===== config.mk =====
export PLATFORM = sky130hd
export DESIGN_NAME = pipe_hazard_ctrl
export DESIGN_NICKNAME = d
export VERILOG_FILES = /design/src/rtl/pipe_hazard_pkg.sv /design/src/rtl/pipe_fwd_select.sv /design/src/rtl/pipe_hazard_ctrl.sv
export SDC_FILE = /design/constraint.sdc
export NUM_CORES = 1
export LEC_CHECK = 0
export ABC_AREA = 1
export CAP_MARGIN = 20
export CORE_ASPECT_RATIO = 0.7
export CORE_UTILIZATION = 52
export CTS_BUF_LIST = sky130_fd_sc_hd__clkbuf_16
export DETAILED_ROUTE_END_ITERATION = 12
export PLACE_DENSITY = 0.79
export SYNTH_ARGS = -nofsm -noshare
export SYNTH_HDL_FRONTEND = slang
export SYNTH_SLANG_ARGS = --single-unit

===== constraint.sdc =====
create_clock -name clk -period 1.85 [get_ports clk]
set_clock_uncertainty 0.1 [all_clocks]
set_input_delay 0.37 -clock clk [delete_from_list [all_inputs] [get_ports clk]]
set_output_delay 0.37 -clock clk [all_outputs]
set_load 0.01 [all_outputs]

===== src/rtl/pipe_hazard_pkg.sv =====
// Shared types and helpers for the pipeline hazard/forwarding controller.
// Stage entries are sized for the full RV32 register file index.
package pipe_hazard_pkg;

    localparam int         REG_AW_MAX = 5;
    localparam logic [2:0] FWD_RF     = 3'd0;

    typedef struct packed {
        logic                  vld;
        logic [REG_AW_MAX-1:0] rs1;
        logic                  rs1_used;
        logic [REG_AW_MAX-1:0] rs2;
        logic                  rs2_used;
        logic [REG_AW_MAX-1:0] rd;
        logic                  we;
        logic                  load;
    } stage_entry_t;

    // True when a live producer writes the register a consumer actually reads (x0 never matches).
    function automatic logic idx_match(
        input logic [REG_AW_MAX-1:0] rd,
        input logic                  we,
        input logic                  vld,
        input logic [REG_AW_MAX-1:0] rs,
        input logic                  used
    );
        return vld & we & used & (rs != '0) & (rd == rs);
    endfunction

endpackage


===== src/rtl/pipe_fwd_select.sv =====
// Priority picker for one EX operand: returns the youngest matching stage index
// (1..N), or FWD_RF when no tracked stage produces the operand.
module pipe_fwd_select
    import pipe_hazard_pkg::*;
#(
    parameter int N = 2
) (
    input  logic [N:1] match_i,
    output logic [2:0] sel_o
);

    // NOTE: blocking assignments in always_comb; the last write wins, so scanning
    // from the oldest stage down to stage 1 leaves the youngest producer selected.
    always_comb begin
        sel_o = FWD_RF;
        for (int k = N; k >= 1; k--) begin
            if (match_i[k]) begin
                sel_o = 3'(k);
            end
        end
    end

endmodule


===== src/rtl/pipe_hazard_ctrl.sv =====
// Hazard/forwarding controller: tracks in-flight destinations from EX to WB and drives
// load-use stall, EX forward selects and ID bypass. Define HAZARD_PERF_EN for perf counters.
module pipe_hazard_ctrl
    import pipe_hazard_pkg::*;
#(
    parameter int REG_AW         = 5,
    parameter int PIPE_DEPTH     = 3,
    parameter int LOAD_READY_STG = 2,
    parameter int FLUSH_STAGES   = 1,
    parameter int CNT_W          = 32
) (
    input  logic                  clk,
    input  logic                  rst,
    input  logic                  hold_i,
    input  logic                  flush_i,
    input  logic                  id_valid_i,
    input  logic [REG_AW-1:0]     id_rs1_i,
    input  logic                  id_rs1_used_i,
    input  logic [REG_AW-1:0]     id_rs2_i,
    input  logic                  id_rs2_used_i,
    input  logic [REG_AW-1:0]     id_rd_i,
    input  logic                  id_we_i,
    input  logic                  id_load_i,
    output logic                  stall_o,
    output logic                  id_advance_o,
    output logic                  id_byp1_o,
    output logic                  id_byp2_o,
    output logic [2:0]            ex_fwd1_o,
    output logic [2:0]            ex_fwd2_o,
`ifdef HAZARD_PERF_EN
    output logic [CNT_W-1:0]      stall_cnt_o,
    output logic [CNT_W-1:0]      flush_cnt_o,
`endif
    output logic [PIPE_DEPTH-1:0] stage_vld_o
);

    if (PIPE_DEPTH < 2 || PIPE_DEPTH > 6 || LOAD_READY_STG < 1 ||
        LOAD_READY_STG > PIPE_DEPTH - 1 || FLUSH_STAGES < 0 ||
        FLUSH_STAGES > PIPE_DEPTH - 1 || REG_AW < 1 || REG_AW > REG_AW_MAX ||
        CNT_W < 1) begin : g_bad_params
        $error("pipe_hazard_ctrl: parameter out of range");
    end

    stage_entry_t              stage_q [PIPE_DEPTH];
    stage_entry_t              stage_d [PIPE_DEPTH];
    stage_entry_t              id_entry;
    stage_entry_t              wb_entry;
    logic                      load_use;
    logic                      flush_eff;
    logic [PIPE_DEPTH-1:1]     fwd1_match;
    logic [PIPE_DEPTH-1:1]     fwd2_match;
    logic [2:0]                fwd1_sel;
    logic [2:0]                fwd2_sel;
    logic                      fwd_early_load;

    // Writes to x0 are captured as non-writing so they never stall, forward or bypass.
    always_comb begin
        id_entry          = '0;
        id_entry.vld      = 1'b1;
        id_entry.rs1      = REG_AW_MAX'(id_rs1_i);
        id_entry.rs1_used = id_rs1_used_i;
        id_entry.rs2      = REG_AW_MAX'(id_rs2_i);
        id_entry.rs2_used = id_rs2_used_i;
        id_entry.rd       = REG_AW_MAX'(id_rd_i);
        id_entry.we       = id_we_i & (id_rd_i != '0);
        id_entry.load     = id_load_i;
    end

    // NOTE: every always_comb output gets a default before any conditional write,
    // otherwise the untaken path would infer a latch.
    always_comb begin
        load_use = 1'b0;
        for (int k = 0; k < PIPE_DEPTH; k++) begin
            if ((k + 1 < LOAD_READY_STG) && stage_q[k].load &&
                (idx_match(stage_q[k].rd, stage_q[k].we, stage_q[k].vld, id_entry.rs1, id_rs1_used_i) ||
                 idx_match(stage_q[k].rd, stage_q[k].we, stage_q[k].vld, id_entry.rs2, id_rs2_used_i))) begin
                load_use = 1'b1;
            end
        end
    end

    assign flush_eff    = flush_i & ~hold_i;
    assign stall_o      = ~rst & id_valid_i & load_use & ~flush_eff;
    assign id_advance_o = ~rst & id_valid_i & ~stall_o & ~hold_i & ~flush_i;

    always_comb begin
        for (int k = 0; k < PIPE_DEPTH; k++) begin
            stage_d[k] = stage_q[k];
        end
        if (!hold_i) begin
            stage_d[0] = id_advance_o ? id_entry : '0;
            for (int k = 1; k < PIPE_DEPTH; k++) begin
                stage_d[k] = stage_q[k-1];
            end
            if (flush_i) begin
                for (int k = 0; k < FLUSH_STAGES; k++) begin
                    stage_d[k] = '0;
                end
            end
        end
    end

    // NOTE: the stage array is control state, not a data memory; every entry is
    // reset so stale valid bits cannot raise stalls or forwards after reset.
    always_ff @(posedge clk) begin
        if (rst) begin
            for (int k = 0; k < PIPE_DEPTH; k++) begin
                stage_q[k] <= '0;
            end
        end else begin
            for (int k = 0; k < PIPE_DEPTH; k++) begin
                stage_q[k] <= stage_d[k];
            end
        end
    end

    always_comb begin
        fwd1_match = '0;
        fwd2_match = '0;
        for (int k = 1; k < PIPE_DEPTH; k++) begin
            fwd1_match[k] = stage_q[0].vld &
                            idx_match(stage_q[k].rd, stage_q[k].we, stage_q[k].vld,
                                      stage_q[0].rs1, stage_q[0].rs1_used);
            fwd2_match[k] = stage_q[0].vld &
                            idx_match(stage_q[k].rd, stage_q[k].we, stage_q[k].vld,
                                      stage_q[0].rs2, stage_q[0].rs2_used);
        end
    end

    pipe_fwd_select #(.N(PIPE_DEPTH - 1)) u_fwd1 (
        .match_i (fwd1_match),
        .sel_o   (fwd1_sel)
    );

    pipe_fwd_select #(.N(PIPE_DEPTH - 1)) u_fwd2 (
        .match_i (fwd2_match),
        .sel_o   (fwd2_sel)
    );

    assign ex_fwd1_o = rst ? FWD_RF : fwd1_sel;
    assign ex_fwd2_o = rst ? FWD_RF : fwd2_sel;

    // The WB entry writes the regfile this cycle; ID reads the write data directly.
    assign wb_entry  = stage_q[PIPE_DEPTH-1];
    assign id_byp1_o = ~rst & id_valid_i & wb_entry.vld & wb_entry.we &
                       (id_entry.rs1 != '0) & (wb_entry.rd == id_entry.rs1);
    assign id_byp2_o = ~rst & id_valid_i & wb_entry.vld & wb_entry.we &
                       (id_entry.rs2 != '0) & (wb_entry.rd == id_entry.rs2);

    always_comb begin
        stage_vld_o = '0;
        for (int k = 0; k < PIPE_DEPTH; k++) begin
            stage_vld_o[k] = stage_q[k].vld;
        end
    end

    always_comb begin
        fwd_early_load = 1'b0;
        for (int k = 1; k < PIPE_DEPTH; k++) begin
            if ((fwd1_sel == 3'(k) || fwd2_sel == 3'(k)) && stage_q[k].load &&
                (k < LOAD_READY_STG)) begin
                fwd_early_load = 1'b1;
            end
        end
    end

    a_no_early_load_fwd : assert property (@(posedge clk) disable iff (rst) !fwd_early_load);

`ifdef HAZARD_PERF_EN
    logic [CNT_W-1:0] stall_cnt_q;
    logic [CNT_W-1:0] flush_cnt_q;

    always_ff @(posedge clk) begin
        if (rst) begin
            stall_cnt_q <= '0;
            flush_cnt_q <= '0;
        end else begin
            if (stall_o && !hold_i) begin
                stall_cnt_q <= stall_cnt_q + CNT_W'(1);
            end
            if (flush_eff) begin
                flush_cnt_q <= flush_cnt_q + CNT_W'(1);
            end
        end
    end

    assign stall_cnt_o = stall_cnt_q;
    assign flush_cnt_o = flush_cnt_q;
`endif

endmodule


# ---- Word-level counts from Yosys, hierarchy flattened
# Memory sizes are Yosys's and may differ from the RTL's.
# Index checks and enable logic that the tools add are counted.
dict set report classes {
  addsub 0
  n_mul 0
  n_div 0
  order_cmp 0
  eq_ne 8
  n_shift 0
  mux 16
  bitwise 47
  n_reduce_logical 7
}
# cell count
set op_table {}
lappend op_table {{$mux 20} 5}
lappend op_table {{$mux 60} 1}
lappend op_table {{$eq 5x5->1} 8}
lappend op_table {{$and 1x1->1} 39}
lappend op_table {{$reduce_bool 5->1} 5}
lappend op_table {{$mux 2} 4}
lappend op_table {{$mux 3} 2}
lappend op_table {{$not 1->1} 5}
lappend op_table {{$mux 1} 4}
lappend op_table {{$or 1x1->1} 3}
lappend op_table {{$logic_and 1x1->1} 1}
lappend op_table {{$logic_or 1x1->1} 1}
dict set report totals {
  reg_bits 0
  latch_bits 0
  ramBits 60
  rom_bits 0
  output_inout_bits 13
  n_memories 1
}
# name words width read_ports rd_ports_with_merged_regs wr line_no
set mem_list {}
lappend mem_list {stage_q 3 20 3 0 3 pipe_hazard_ctrl.sv:44} ;# stage_entry_t stage_q [PIPE_DEPTH];

# ---- Logic depth before layout (Yosys ltp)
# An unclocked memory read counts as a cell.
dict set report depth {
  depth_word 18
  depth_mapped 11
}

# ---- Modules after synthesis
# A second synthesis with hierarchy kept.
dict set report unflattened {
  cells_unflattened 320
  area_unflattened_um2 2113.3
}
# mod instances cells_each area_each_um2 seq_area_each_um2
set modules_own_cells {}
lappend modules_own_cells {pipe_hazard_ctrl 1 310 2055.7 680.7}
lappend modules_own_cells {pipe_fwd_select 2 5 28.8 0.0}

# ---- Worst setup path before layout
# No wires, ideal clock.
dict set report synth_timing {
  kind {input to output}
  startpoint {in rst}
  endpoint {out id_byp2_o}
  arrival_ns 1.286
  required_ns 1.380
  setup_slack_ns 0.094
  stages 5
  n_path_buf 1
  path_cell_list {clkbuf_1 nor2_1 nand2_1 nor4_1 nor3b_1}
}
dict set report synth_between {
  elab_chain_len 6
}
# item line_no
set synth_lines {}
lappend synth_lines {{start, declared} pipe_hazard_ctrl.sv:13} ;# input logic rst,
lappend synth_lines {{$not 1->1} pipe_hazard_ctrl.sv:147} ;# assign id_byp2_o = ~rst & id_valid_i & wb_entry.vld & wb_entry.we &
lappend synth_lines {{$and 1x1->1 (4 in series)} pipe_hazard_ctrl.sv:147}
lappend synth_lines {{$and 1x1->1} pipe_hazard_ctrl.sv:148} ;# (id_entry.rs2 != '0) & (wb_entry.rd == id_entry.rs2);
lappend synth_lines {{end, declared} pipe_hazard_ctrl.sv:27} ;# output logic id_byp2_o,
# No other way between the ends.

==> summary.txt <==
Outcome
  • Outcome: finished with violations
  • Violated checks: negative setup slack

Synthesis
  • Cell taking the most area after synthesis: dfxtp_1
  • Synth Area in Compound Gates: 15.0%
  • Post-synth top area share: 33.9%
  • Ys flop type: dfxtp_1
  • Synth warn: 0
  • Syn Area/Cell: between 6 and 7 um^2
  • Cells after Synth: 302
  • Post-Synth Adder-Cell Area: 0%
  • Post-Syn Area: roughly 0.002 mm^2
  • Cell variety after synth: 29
  • Post-synthesis mux area share: 0%
  • Post-synth EDFFs: 0
  • Top post-synthesis cells by area: dfxtp_1 34%, nand2_1 11%, nand3_1 7.2%
  • Async set or reset register ratio after synthesis: 0%
  • Post-Synth Simple-Gate Area: a little under a third
  • Seq cells post-synth: 34
  • Register area share after synthesis: 33.9%
  • Largest family of logic cells by synthesized area: simple AND/OR/NAND/NOR gates
  • Xor and xnor area share after synthesis: 8.72%

Die
  • Die H: 54.0 um
  • CORE AREA: 0.00360 mm^2
  • Die area: 0.00412 mm^2
  • Die X: 76.3 um
  • Starting Density: 55.7%
  • Row cnt: 18
  • I/O pins: 37

Worst setup path
  • Family with the most delay on the worst path: simple AND/OR/NAND/NOR gates
  • WP data required: 1.38 ns
  • Crit path max fanout: 4
  • Buffers & Inverters on Critical Path: 2
  • Crit path max-delay cell type: dfxtp_1
  • WP data arrival: ~1.6 ns
  • Reg-to-reg slack, setup: 0 ns
  • Element type at the critical path start: flop
  • Worst path max stage delay: 0.42 ns
  • CP cell instances: xnor2_1, nand2_1, nor2_1, nand2_1, nand2_2, nand2_4, nand2_2, inv_2, buf_6
  • Setup CP Type: reg -> out
  • CP Capture Type: primary output

Routing
  • DR pass1 iterations: 6
  • Final wirelength: 8190 um
  • Post-DRT Antenna Nets: 0
  • Vias: 2687
  • Vias per cell: 6.08
  • Post-DR wirelength/cell: 18.5 um
  • Drt first-iter violations: 396
  • Residual DRC count: 0

Power and ir drop
  • Power Total: 1960 uW
  • Pwr dens: between 600 and 700 mW/mm^2
  • Leakage: 0.00142 uW
  • VDD IR max: between 0.5 and 0.6 mV

GRT
  • GRT busiest layer: met2
  • First-pass GRT wire length: ~11000 um
  • GR met1 Demand/Resource: 42.5%
  • Largest net degree at the start of global routing: 31
  • Grt ovf: 0
  • Met2 GRT Util: 59.8%
  • Initial antenna violation count: 0
  • Vias in the first global route: 2271
  • Met3 Track Usage GR: 8.47%
  • Total GRT Usage: 35.4%

STA
  • Final Hold Vio Count: 0
  • Final period util: 110%
  • RSZ-0062 raised after global routing: yes
  • Final slew viol count: 0
  • Final setup viols: 9
  • Fmax: ~490 MHz
  • Final worst setup slack: -0.185 ns
  • Final worst path period need: between 2 and 2.5 ns

CTS
  • Clk Latency, worst-skew pair: about 0.29 ns
  • CTS sink cnt: 34
  • Clock Tree Buf Depth: 2
  • Hold-fix buffers, CTS: 0
  • Root Driver: clkbuf_16
  • CTS H-tree depth: 2
  • Clock tree from TritonCTS: done
  • CTS buffer count: 5
  • Clk slew on worst S/H paths: 0.06 ns

Final layout
  • Layout area overhead: 56.1%
  • Fill count: around 200
  • Nets: 416
  • Max reg flops: 34
  • Register bank with the most flops: stage_q
  • Share of layout cells above drive strength 1: between 30% and 40%
  • N_diodes: 0
  • Registers with the most flip-flops: stage_q (34)

Place
  • Worst slack, placed: -0.781 ns
  • Port bufs: 34
  • DPL Wire Length: about 4500 um
  • GP Congestion: 0.936

Run
  • Max-cap violations: 0

Hold path
  • Hold/Removal Path Class: reg -> reg
-- stage by stage --
stage	setup TNS [ns]	instances	instance area, um^2	utilization [%]	hold slack (ns)
2_1_floorplan	0	303	2010	-	0.346
5_1_grt	-2.54	442	3140	87.0	0.397
3_3_place_gp	-8.81	422	2720	75.5	0.359
4_1_cts	-0.529	439	3010	83.5	0.369
6_report	-0.756	442	3140	87.0	0.390
3_5_place_dp	-9.24	422	2720	75.5	0.362
-- cells by family after synthesis --
kind of cell | after synthesis
AO/OA/AOI/OAI | 56
XOR/XNOR | 20
buffers and inverters | 52
flip-flops | 34
other | 1
AND/OR/NAND/NOR | 139
-- placed cells by master (no fill, tap or decap), types with 5 or more instances in the layout --
master           Yosys  routed
buf_4                5      61
nand2_1             60      54
a21oi_1             28      28
nor2_1              30      26
nand3_1             29      25
inv_1               32      22
dfxtp_2              0      18
o21ai_0             17      17
dfxtp_1             34      13
xnor2_1             13      11
clkdlybuf4s50_1      0      10
buf_6                2       9
inv_2                0       8
dlygate4sd2_1        0       8
buf_2                3       7
nand3_2              2       6
xor2_1               7       6
o22ai_1              6       5
clkbuf_16            0       5
-- power breakdown --
group | leakage [uW] | internal [uW] | switching [uW]
registers | 0.000287 | 757 | 34.4
clock network | 0.0000671 | 486 | 325
logic | 0.00106 | 169 | 186
-- Yosys cell counts, types with 2 or more instances --
| master | instances |
|---|---|
| nand3_1 | 29 |
| buf_2 | 3 |
| buf_4 | 5 |
| nor3_1 | 4 |
| clkbuf_1 | 10 |
| xnor2_1 | 13 |
| a21oi_1 | 28 |
| nor3b_1 | 2 |
| buf_6 | 2 |
| nor2_1 | 30 |
| o211ai_1 | 2 |
| dfxtp_1 | 34 |
| inv_1 | 32 |
| nand3_2 | 2 |
| o22ai_1 | 6 |
| xor2_1 | 7 |
| o21ai_0 | 17 |
| nand2_1 | 60 |
| a211oi_1 | 2 |
| nor4_1 | 5 |
-- worst paths after layout --
path                  startpoint             end  cells past startpoint
setup / recovery   stage_q[0][5]    id_advance_o                      9
hold reg to reg   stage_q[0][13]  stage_q[0][13]                      2
setup reg to reg   stage_q[0][5]  stage_q[0][11]                     11
hold / removal    stage_q[0][13]  stage_q[0][13]                      2
-- routing by layer --
metal  vias to the layer above  wire, um
li1                       1162         -
met1                      1183      2890
met2                       242      3470
met3                       100      1110
met4                         0       728
met5                         -         0
-- cell type report --
| type | count | area [um^2] | area share (%) |
|---|---|---|---|
| Tap cell | 50 | 62.6 | 2.00 |
| Multi-Input combinational cell | 217 | 1270 | 40.5 |
| Timing Repair Buffer | 102 | 823 | 26.3 |
| Inverter | 32 | 128 | 4.07 |
| Sequential cell | 34 | 714 | 22.8 |
| Clock inverter | 2 | 11.3 | 0.359 |
| Clock buffer | 5 | 125 | 3.99 |
-- worst register-to-register path, delay by kind of cell (launching register included) --
kind | cells | cell delay (ns)
and+or+nand+nor | 6 | 0.56
buffers and inverters | 3 | 0.43
DFF | 1 | 0.42
xor gates and xnor gates | 1 | 0.15
AOI/OAI and AO/OA | 1 | 0.08
-- timing repair --
action	in CTS	in global routing
endpoints found under the setup margin	11	8
setup buffers	10	3
gates resized for setup	104	39
pin swaps	27	20
(Power assumes the default switching activity.)
